<file path="config.mk">
export PLATFORM = sky130hd
export DESIGN_NAME = rtc_local_addr_sequencer
export DESIGN_NICKNAME = d
export VERILOG_FILES = /design/src/rtl/rtc_local_addr_sequencer.sv
export SDC_FILE = /design/constraint.sdc
export NUM_CORES = 1
export LEC_CHECK = 0
export ABC_AREA = 1
export BUFFER_PORTS_ARGS = -buffer_cell sky130_fd_sc_hd__buf_2
export CORE_ASPECT_RATIO = 1.4
export CORE_UTILIZATION = 50
export CTS_CLUSTER_DIAMETER = 50
export DETAILED_ROUTE_END_ITERATION = 10
export PLACE_DENSITY = 0.75
export RECOVER_POWER = 25
export SETUP_SLACK_MARGIN = 0.02
export SLEW_MARGIN = 20
export SYNTH_ARGS = -nofsm -noshare
export SYNTH_HDL_FRONTEND = slang
export SYNTH_SLANG_ARGS = --single-unit
</file>
<file path="constraint.sdc">
create_clock -name clk -period 2.12 [get_ports clk]
set_clock_uncertainty 0.1 [all_clocks]
set_input_delay 0.106 -clock clk [delete_from_list [all_inputs] [get_ports clk]]
set_output_delay 0.106 -clock clk [all_outputs]
set_load 0.05 [all_outputs]
</file>
<file path="src/rtl/rtc_local_addr_sequencer.sv">
// Sweeps the 10-entry local RTC shadow memory and issues one RTC bus transaction per entry.
// Optional BCD validation of write data is enabled by defining RTC_SEQ_BCD_CHECK_EN.
module rtc_local_addr_sequencer #(
  parameter int N_REGS      = 10,
  parameter int TIMEOUT_CYC = 255
) (
  input  logic       clk,
  input  logic       reset,
  input  logic       start,
  input  logic       wr_mode,
  output logic [3:0] addr_mem_local,
  input  logic [7:0] mem_rd_data,
  output logic       mem_wr_en,
  output logic [7:0] mem_wr_data,
  output logic [7:0] addr_rtc,
  output logic       rtc_req,
  output logic       rtc_wr,
  output logic [7:0] rtc_wdata,
  input  logic       rtc_ack,
  input  logic [7:0] rtc_rdata,
  output logic       busy,
  output logic       done,
  output logic       error
);

  typedef enum logic [2:0] {
    S_IDLE,
    S_ADDR,
    S_FETCH,
    S_REQ,
    S_STORE,
    S_NEXT,
    S_FINISH
  } state_t;

  localparam logic [3:0] LAST_IDX = 4'(N_REGS - 1);
  localparam logic [7:0] TCNT_MAX = 8'(TIMEOUT_CYC);

  state_t     state;
  logic [3:0] idx;
  logic       mode;
  logic [7:0] tcnt;
  logic       bcd_bad;

  function automatic logic [7:0] map_addr(input logic [3:0] i);
    case (i)
      4'd0:    return 8'h21;
      4'd1:    return 8'h22;
      4'd2:    return 8'h23;
      4'd3:    return 8'h24;
      4'd4:    return 8'h25;
      4'd5:    return 8'h26;
      4'd6:    return 8'h27;
      4'd7:    return 8'h41;
      4'd8:    return 8'h42;
      4'd9:    return 8'h43;
      default: return 8'h00;
    endcase
  endfunction

`ifdef RTC_SEQ_BCD_CHECK_EN
  assign bcd_bad = mode && ((mem_rd_data[7:4] > 4'd9) || (mem_rd_data[3:0] > 4'd9));
`else
  assign bcd_bad = 1'b0;
`endif

  // Addresses are loaded on the edge entering ADDR so the memory read is
  // already in flight during ADDR and its data can be captured in FETCH.
  always_ff @(posedge clk or negedge reset) begin
    if (!reset) begin
      state          <= S_IDLE;
      idx            <= 4'd0;
      mode           <= 1'b0;
      tcnt           <= 8'd0;
      addr_mem_local <= 4'hF;
      addr_rtc       <= 8'h00;
      mem_wr_en      <= 1'b0;
      mem_wr_data    <= 8'h00;
      rtc_req        <= 1'b0;
      rtc_wr         <= 1'b0;
      rtc_wdata      <= 8'h00;
      busy           <= 1'b0;
      done           <= 1'b0;
      error          <= 1'b0;
    end else begin
      done      <= 1'b0;
      mem_wr_en <= 1'b0;
      case (state)
        S_IDLE: begin
          if (start) begin
            mode           <= wr_mode;
            idx            <= 4'd0;
            error          <= 1'b0;
            busy           <= 1'b1;
            addr_mem_local <= 4'd0;
            addr_rtc       <= map_addr(4'd0);
            state          <= S_ADDR;
          end
        end
        S_ADDR: state <= S_FETCH;
        S_FETCH: begin
          if (bcd_bad) begin
            error          <= 1'b1;
            done           <= 1'b1;
            busy           <= 1'b0;
            addr_mem_local <= 4'hF;
            addr_rtc       <= 8'h00;
            state          <= S_FINISH;
          end else begin
            if (mode) rtc_wdata <= mem_rd_data;
            rtc_req <= 1'b1;
            rtc_wr  <= mode;
            tcnt    <= 8'd1;
            state   <= S_REQ;
          end
        end
        S_REQ: begin
          // ack is tested first so it wins over a simultaneous timeout
          if (rtc_ack) begin
            rtc_req <= 1'b0;
            rtc_wr  <= 1'b0;
            if (mode) begin
              state <= S_NEXT;
            end else begin
              mem_wr_data <= rtc_rdata;
              mem_wr_en   <= 1'b1;
              state       <= S_STORE;
            end
          end else if (tcnt == TCNT_MAX) begin
            rtc_req        <= 1'b0;
            rtc_wr         <= 1'b0;
            error          <= 1'b1;
            done           <= 1'b1;
            busy           <= 1'b0;
            addr_mem_local <= 4'hF;
            addr_rtc       <= 8'h00;
            state          <= S_FINISH;
          end else begin
            tcnt <= tcnt + 8'd1;
          end
        end
        S_STORE: state <= S_NEXT;
        S_NEXT: begin
          if (idx == LAST_IDX) begin
            done           <= 1'b1;
            busy           <= 1'b0;
            addr_mem_local <= 4'hF;
            addr_rtc       <= 8'h00;
            state          <= S_FINISH;
          end else begin
            idx            <= idx + 4'd1;
            addr_mem_local <= idx + 4'd1;
            addr_rtc       <= map_addr(idx + 4'd1);
            state          <= S_ADDR;
          end
        end
        S_FINISH: state <= S_IDLE;
        default:  state <= S_IDLE;
      endcase
    end
  end

endmodule

</file>
==> implementation parameters, run 1 <==
Parameter                              Value

Status
  Run status ... complete, no violations

Setup path
  Setup CP Type ... reg2reg
  Type of destination of the critical path ... flop
  Startpoint type of the worst setup path ... flop
  Largest fanout of any net on the critical path ... 12
  Cell at the slowest stage of the critical path ... sky130_fd_sc_hd__dfrtp_1
  Series of cell instances along the critical path ... ha_1 > nand2_1 > nor2_4 > nand2_1 > nand2_4 > nand2_2 > nand2_2 > inv_1 > nand2_1 > o21ai_0
  Data arrival time of the critical path ... 1.88 ns
  Required time of the critical path ... 2.20 ns
  Stage delay of the slowest cell on the critical path ... 0.41 ns
  CP dominant cell by count ... sky130_fd_sc_hd__nand2_1
  Worst R2R Path Depth ... 10

Routing
  Via-per-instance ratio ... 4.84
  Post-Route WL ... 5150 um
  Count of unresolved DRC violations after routing ... 0
  Number of optimization iterations in the first detailed-route pass ... 4
  Remaining number of nets flagged by the antenna check after routing ... 0
  Wire length per cell after detailed routing ... 12.7 um
  Iteration-0 DRC count of the detailed router ... 92
  Vias ... 1971

STA
  Post-layout worst setup margin ... 0.320 ns
  Actual transition at the worst max-transition pin ... 1.12 ns
  Worst rel slew slack ... 0.254
  Final Max Tran Viols ... 0
  Number of endpoints failing setup at the final stage ... 0
  Final period utilization ... 0.849
  Final Hold Fails ... 0
  Max Clk Rate ... 556 MHz
  Time the final worst path needs with I/O delays and setup ... 1.80 ns
  RSZ-0062 raised after global routing ... false
  Total Neg Setup Slack ... 0 ns

Cells and area
  Share of cells above drive strength 1 ... 0.301
  Post-synthesis to final-layout area growth ... 24.1%
  Total inserted antenna cells ... 0
  Count of non-filler cells in the finished layout ... 407
  Nets ... 372

Synthesis
  Syn Area/Cell ... 8.98 um^2
  Number of warnings issued by yosys ... 0
  Post-synthesis share of cell area spent on full adders, half adders and majority gates ... 0.0361
  Netlist cell types ... 36
  Number of enable-type register cells in the synthesized netlist ... 0
  Top_reg_cell synth ... sky130_fd_sc_hd__dfrtp_1
  Mux share of post-synthesis cell area ... 0.0372
  Share of synthesized cell area in and, or, nand and nor gates ... 0.292
  Fraction of the yosys area taken by sequential cells ... 0.487
  Syn Std Cell Area ... 2420 um^2
  Flops & latches, synth ... 47
  Compound-Gate Fraction of Synth Area ... 0.0759
  Largest family of logic cells by synthesized area ... simple AND/OR/NAND/NOR gates
  Number of cells produced by synthesis ... 270
  Xor-xnor portion of the synthesized cell area ... 0.0108
  Async set-or-reset flop fraction in the synthesized netlist ... 1.00

Clocking
  TritonCTS clock tree ... built
  Htree depth ... 2
  Setup fix buffers added after clock tree synthesis ... 0
  Sinks on Clock Net ... 47
  Number of hold-repair buffers added at the cts stage ... 18
  Post-cts sizing count ... 0
  Clk_lat worst skew ... 0.30 ns
  Clock edge transition at the registers on the reported setup and hold paths ... 0.08 ns
  Cell at the root of the clock tree ... sky130_fd_sc_hd__clkbuf_8
  TritonCTS Buffers ... 5
  Clock tree buffer depth ... 2

Die
  Initial core utilization ... 0.526
  Die width ... 60.9 um
  Die area ... 5140 um^2
  Ports ... 55
  Core Area ... 4610 um^2
  Number of core rows ... 29
  Die height ... 84.4 um

Global routing
  Via count of the first global-routing pass ... 2046
  Total track usage ... 0.228
  Maximum number of pins on one net before global-route repair ... 48
  Leftover overflow at the end of global routing ... 0
  First-pass GRT wire length ... 8640 um
  Initial antenna violation count ... 0

Placed design
  Final HPWL DP ... 3570 um
  DP Cell Count ... 381
  PortBufs ... 51
  Post-placement worst setup slack ... 0.338 ns
  Final weighted congestion of routability-driven global placement ... 0.862

Job
  Max capacitance violation total ... 0

Worst hold path
  Min-delay worst type ... in2reg
  Instance count along the most critical hold path ... 4

Pwr
  P_leak ... 1.56 nW
  Ratio of total power to cell area ... 1630 nW/um^2
  Largest voltage drop on the vdd net ... 0.911 mV
[worst paths after layout]
check / end / start / slack, ns
worst max-delay path: tcnt[3] / tcnt[0] / 0.32
worst min-delay path: error / rtc_ack / 0.06
worst max register to register: tcnt[3] / tcnt[0] / 0.32
worst min register to register: addr_rtc[2] / addr_rtc[2] / 0.38
max in group asynchronous: tcnt[5] / reset / 0.71
min in group asynchronous: rtc_wdata[4] / reset / 0.53
[worst max-delay path, delay by kind of cell, from the launching register on]
| kind | cells | cell delay [ns] |
|---|---|---|
| fa+ha+maj | 1 | 0.20 |
| buf+inv | 1 | 0.11 |
| flops | 1 | 0.41 |
| compound gates | 1 | 0.08 |
| simple gates | 7 | 0.80 |
[state kept, by name, summed over array words and instances (netlist names)]
register        flops
tcnt                8
addr_rtc            5
rtc_wr              1
state               3
addr_mem_local      4
mem_wr_data         8
idx                 4
busy                1
mem_wr_en           1
done                1
rtc_req             1
mode                1
error               1
rtc_wdata           8
[through the flow]
step / util / cell area, um^2 / hold WS [ns] / power (W)
floorplan: - / 2430 / -0.290 / 0.00376
global placement: 0.594 / 2740 / 0.129 / 0.00428
detailed placement: 0.594 / 2740 / 0.131 / 0.00433
CTS: 0.654 / 3010 / 0.0542 / 0.00492
global route: 0.653 / 3010 / 0.106 / 0.00525
finish: 0.653 / 3010 / 0.0557 / 0.00490
[cells by family after synthesis]
family	Yosys count
AOI/OAI and AO/OA	27
xor gates and xnor gates	3
adders and majority gates	7
buffers and inverters	32
DFF	47
muxes	8
other	1
and+or+nand+nor	145
[placed cells by master (no fill, tap or decap), types with 2 or more instances in the layout]
master,count
sky130_fd_sc_hd__ha_1,7
sky130_fd_sc_hd__buf_2,51
sky130_fd_sc_hd__inv_4,2
sky130_fd_sc_hd__nand3_4,2
sky130_fd_sc_hd__nand3_1,14
sky130_fd_sc_hd__xnor2_1,2
sky130_fd_sc_hd__nor2_4,4
sky130_fd_sc_hd__nand2_1,95
sky130_fd_sc_hd__clkbuf_8,6
sky130_fd_sc_hd__nand2_4,2
sky130_fd_sc_hd__o21a_1,6
sky130_fd_sc_hd__nand3_2,3
sky130_fd_sc_hd__dfstp_2,4
sky130_fd_sc_hd__nand4_1,4
sky130_fd_sc_hd__mux2_2,8
sky130_fd_sc_hd__o21ai_2,6
sky130_fd_sc_hd__o21ai_0,4
sky130_fd_sc_hd__dfrtp_1,43
sky130_fd_sc_hd__nand2_2,4
sky130_fd_sc_hd__nor2_2,2
sky130_fd_sc_hd__dlygate4sd3_1,18
sky130_fd_sc_hd__a21oi_2,2
sky130_fd_sc_hd__conb_1,3
sky130_fd_sc_hd__nand3b_1,2
sky130_fd_sc_hd__inv_2,4
sky130_fd_sc_hd__nor2_1,10
sky130_fd_sc_hd__a21oi_1,2
sky130_fd_sc_hd__o21ai_1,5
sky130_fd_sc_hd__inv_1,20
[where the power goes]
part	switching, W	internal (W)	leakage, nW
combinational	0.00199	0.000782	0.926
clock	0.000292	0.000267	0.0484
sequential	0.000293	0.00128	0.584
[synthesized netlist by cell type (3+ instances only)]
library cell | number | share of area
sky130_fd_sc_hd__nand3_1 | 14 | 0.029
sky130_fd_sc_hd__o21a_1 | 6 | 0.019
sky130_fd_sc_hd__buf_4 | 3 | 0.0093
sky130_fd_sc_hd__nand3_2 | 3 | 0.012
sky130_fd_sc_hd__nand4_1 | 4 | 0.010
sky130_fd_sc_hd__nand2_1 | 95 | 0.15
sky130_fd_sc_hd__mux2_2 | 8 | 0.037
sky130_fd_sc_hd__dfrtp_1 | 43 | 0.44
sky130_fd_sc_hd__nor2_1 | 10 | 0.015
sky130_fd_sc_hd__dfstp_2 | 4 | 0.043
sky130_fd_sc_hd__o21ai_2 | 6 | 0.022
sky130_fd_sc_hd__nor2_4 | 4 | 0.019
sky130_fd_sc_hd__o21ai_0 | 4 | 0.0083
sky130_fd_sc_hd__o21ai_1 | 5 | 0.010
sky130_fd_sc_hd__nand2_2 | 4 | 0.010
sky130_fd_sc_hd__inv_2 | 4 | 0.0062
sky130_fd_sc_hd__ha_1 | 7 | 0.036
sky130_fd_sc_hd__inv_1 | 20 | 0.031
[per-layer routing]
layer / global-route usage / wire, um / vias to the layer above
met4: 0.114 / 173 / 0
met2: 0.411 / 2830 / 42
li1: - / - / 999
met5: 0 / 0 / -
met3: 0.0478 / 140 / 17
met1: 0.237 / 2010 / 913
[final cells by class]
type | count | area (um^2)
clock buffers | 7 | 86.3
clock inverters | 1 | 8.76
fillers | 393 | 1600
inverters | 26 | 103
multi-input cells | 193 | 1110
flip-flops and latches | 47 | 1180
well taps | 62 | 77.6
repair buffers | 71 | 448
Note: power is estimated with default switching activity, not from simulation.
==> run 2: changes to the inputs <==
==> constraint.sdc (replaced) <==
create_clock -name clk -period 1.72 [get_ports clk]
set_clock_uncertainty 0.1 [all_clocks]
set_input_delay 0.086 -clock clk [delete_from_list [all_inputs] [get_ports clk]]
set_output_delay 0.086 -clock clk [all_outputs]
set_load 0.05 [all_outputs]
==> run 2 against run 1 <==
Register-to-register slack got worse by 0.20 ns. Worst hold slack got worse by 0.0057 ns. Final cell count rose by 2.5%. Highest routed layer unchanged. Largest cell class unchanged. Critical path type unchanged. Clock-buffer cell count fell by 1.
==> implementation parameters, run 2 (same netlist as run 1, synthesis figures left out) <==
Parameter                              Value

Routing
  Count of unresolved DRC violations after routing ... 0
  Vias ... 2044
  Wire length per cell after detailed routing ... 12.4 um
  Remaining number of nets flagged by the antenna check after routing ... 0
  Post-Route WL ... 5180 um
  Via-per-instance ratio ... 4.90
  Iteration-0 DRC count of the detailed router ... 53
  Number of optimization iterations in the first detailed-route pass ... 4

Placed design
  PortBufs ... 51
  Final weighted congestion of routability-driven global placement ... 0.858
  DP Cell Count ... 388
  Final HPWL DP ... 3630 um
  Post-placement worst setup slack ... 0.0261 ns

Cells and area
  Footprint of the multi-input gates ... 1130 um^2
  Top library cells by usage in the layout, fill and taps aside ... 93 x sky130_fd_sc_hd__nand2_1, 52 x sky130_fd_sc_hd__buf_2, 42 x sky130_fd_sc_hd__dfrtp_1, 20 x sky130_fd_sc_hd__inv_1, 18 x sky130_fd_sc_hd__dlygate4sd3_1
  Final-layout fill cell count ... 386
  Post-synthesis to final-layout area growth ... 28.6%
  Total inserted antenna cells ... 0
  Nets ... 382
  Count of non-filler cells in the finished layout ... 417
  Register area ... 1180 um^2
  Largest registers ranked by flip-flop count ... mem_wr_data (8), rtc_wdata (8), tcnt (8)
  Most common library cell in the layout ignoring fill and taps ... sky130_fd_sc_hd__nand2_1
  Share of cells above drive strength 1 ... 0.335

Die
  Number of core rows ... 29
  Ports ... 55
  Die height ... 84.4 um
  Die area ... 5140 um^2
  Die width ... 60.9 um
  Initial core utilization ... 0.526
  Core Area ... 4610 um^2

STA
  Time the final worst path needs with I/O delays and setup ... 1.60 ns
  Post-layout worst setup margin ... 0.120 ns
  Final Max Tran Viols ... 0
  RSZ-0062 raised after global routing ... true
  Actual transition at the worst max-transition pin ... 1.01 ns
  Final period utilization ... 0.930
  Total Neg Setup Slack ... 0 ns
  Worst rel slew slack ... 0.324
  Max Clk Rate ... 625 MHz
  Number of endpoints failing setup at the final stage ... 0
  Final Hold Fails ... 0
  Hold Slack ... 0.0499 ns

Setup path
  Startpoint type of the worst setup path ... flop
  Largest fanout of any net on the critical path ... 6
  Required time of the critical path ... 1.87 ns
  Type of destination of the critical path ... flop
  Data arrival time of the critical path ... 1.75 ns
  R2R Setup Slk ... 0.12 ns
  Setup CP Type ... reg2reg

Global routing
  Maximum number of pins on one net before global-route repair ... 48
  Initial antenna violation count ... 0
  First-pass GRT wire length ... 8640 um
  Leftover overflow at the end of global routing ... 0
  Total track usage ... 0.225
  Via count of the first global-routing pass ... 2107

Pwr
  Net Switching ... 0.00325 W
  Fraction of power consumed by sequential logic ... 0.304
  Ratio of total power to cell area ... 2020 nW/um^2
  Largest voltage drop on the vdd net ... 1.05 mV
  P_leak ... 1.61 nW
  Logic pwr share ... 0.592
  Clock power share ... 0.104
  Internal ... 0.00303 W
  Sw Ratio ... 0.517

Clocking
  Clock tree buffer depth ... 2
  Clk_lat worst skew ... 0.30 ns
  Htree depth ... 2
  Clock edge transition at the registers on the reported setup and hold paths ... 0.09 ns
  TritonCTS clock tree ... built
  TritonCTS Buffers ... 5
  Cell at the root of the clock tree ... sky130_fd_sc_hd__clkbuf_8
  Sinks on Clock Net ... 47

Worst hold path
  Min-delay worst type ... in2reg

Job
  Max capacitance violation total ... 0

Status
  Run status ... complete, no violations
## run 2: cell types whose count changed in the layout (fill, tap and decap cells not counted), sizes merged
| cell | change |
|---|---|
| clkbuf | -2 |
| clkinv | +1 |
| buf | +11 |
## run 2: critical path, stage by stage (launching register included)
cell and delay, ns:
sky130_fd_sc_hd__dfrtp_1 0.44, sky130_fd_sc_hd__inv_1 0.12, sky130_fd_sc_hd__ha_1 0.15, sky130_fd_sc_hd__nand2_1 0.08, sky130_fd_sc_hd__nor2_4 0.14, sky130_fd_sc_hd__nor2_4 0.07
sky130_fd_sc_hd__nor2_4 0.16, sky130_fd_sc_hd__inv_4 0.07, sky130_fd_sc_hd__nand2_1 0.09, sky130_fd_sc_hd__o21a_1 0.13
## run 2: worst paths after layout
check | start | endpoint | depth (start not counted)
setup / recovery | idx[1] | addr_mem_local[1] | 9
hold / removal | rtc_ack | error | 4
setup reg to reg | idx[1] | addr_mem_local[1] | 9
hold reg to reg | mem_wr_data[0] | mem_wr_data[0] | 2
max in group asynchronous | reset | idx[0] | 3
min in group asynchronous | reset | rtc_wdata[4] | 3
## run 2: repair_timing
item	4_1_cts	5_1_grt
hold endpoints to repair	64	0
setup endpoints to repair	1	16
pin swaps	0	2
resized for setup	1	9
buffers inserted	0	3
hold buffers	18	0
## run 2: layer usage
metal  vias up  share of wire  GRT usage
met5         -              0          0
met4         0          0.032      0.101
met3        18          0.027     0.0401
met2        43           0.55      0.404
met1       958           0.40      0.245
li1       1025              -          -
## run 2: final cells by class
type,count,share of cell area
timing repair buffer,81,0.172
clock buffer,6,0.0233
multi-input combinational,193,0.364
inverter,26,0.0329
clock inverter,2,0.00441
sequential,47,0.379
tap,62,0.0249
## run 2: through the flow
| step | instance area [um^2] | util | power [W] |
|---|---|---|---|
| finish | 3120 | 0.677 | 0.00629 |
| global route | 3120 | 0.677 | 0.00672 |
| CTS | 3070 | 0.667 | 0.00614 |
| detailed placement | 2800 | 0.608 | 0.00542 |
| global placement | 2800 | 0.608 | 0.00536 |
| floorplan | 2430 | - | 0.00464 |
## run 2: power groups by stage
stage	Combinational, W	Sequential [W]	Clock, W
global placement	0.00346	0.00190	0
global route	0.00404	0.00197	0.000705
CTS	0.00356	0.00190	0.000676
floorplan	0.00163	0.00301	0
finish	0.00372	0.00191	0.000656
detailed placement	0.00351	0.00191	0
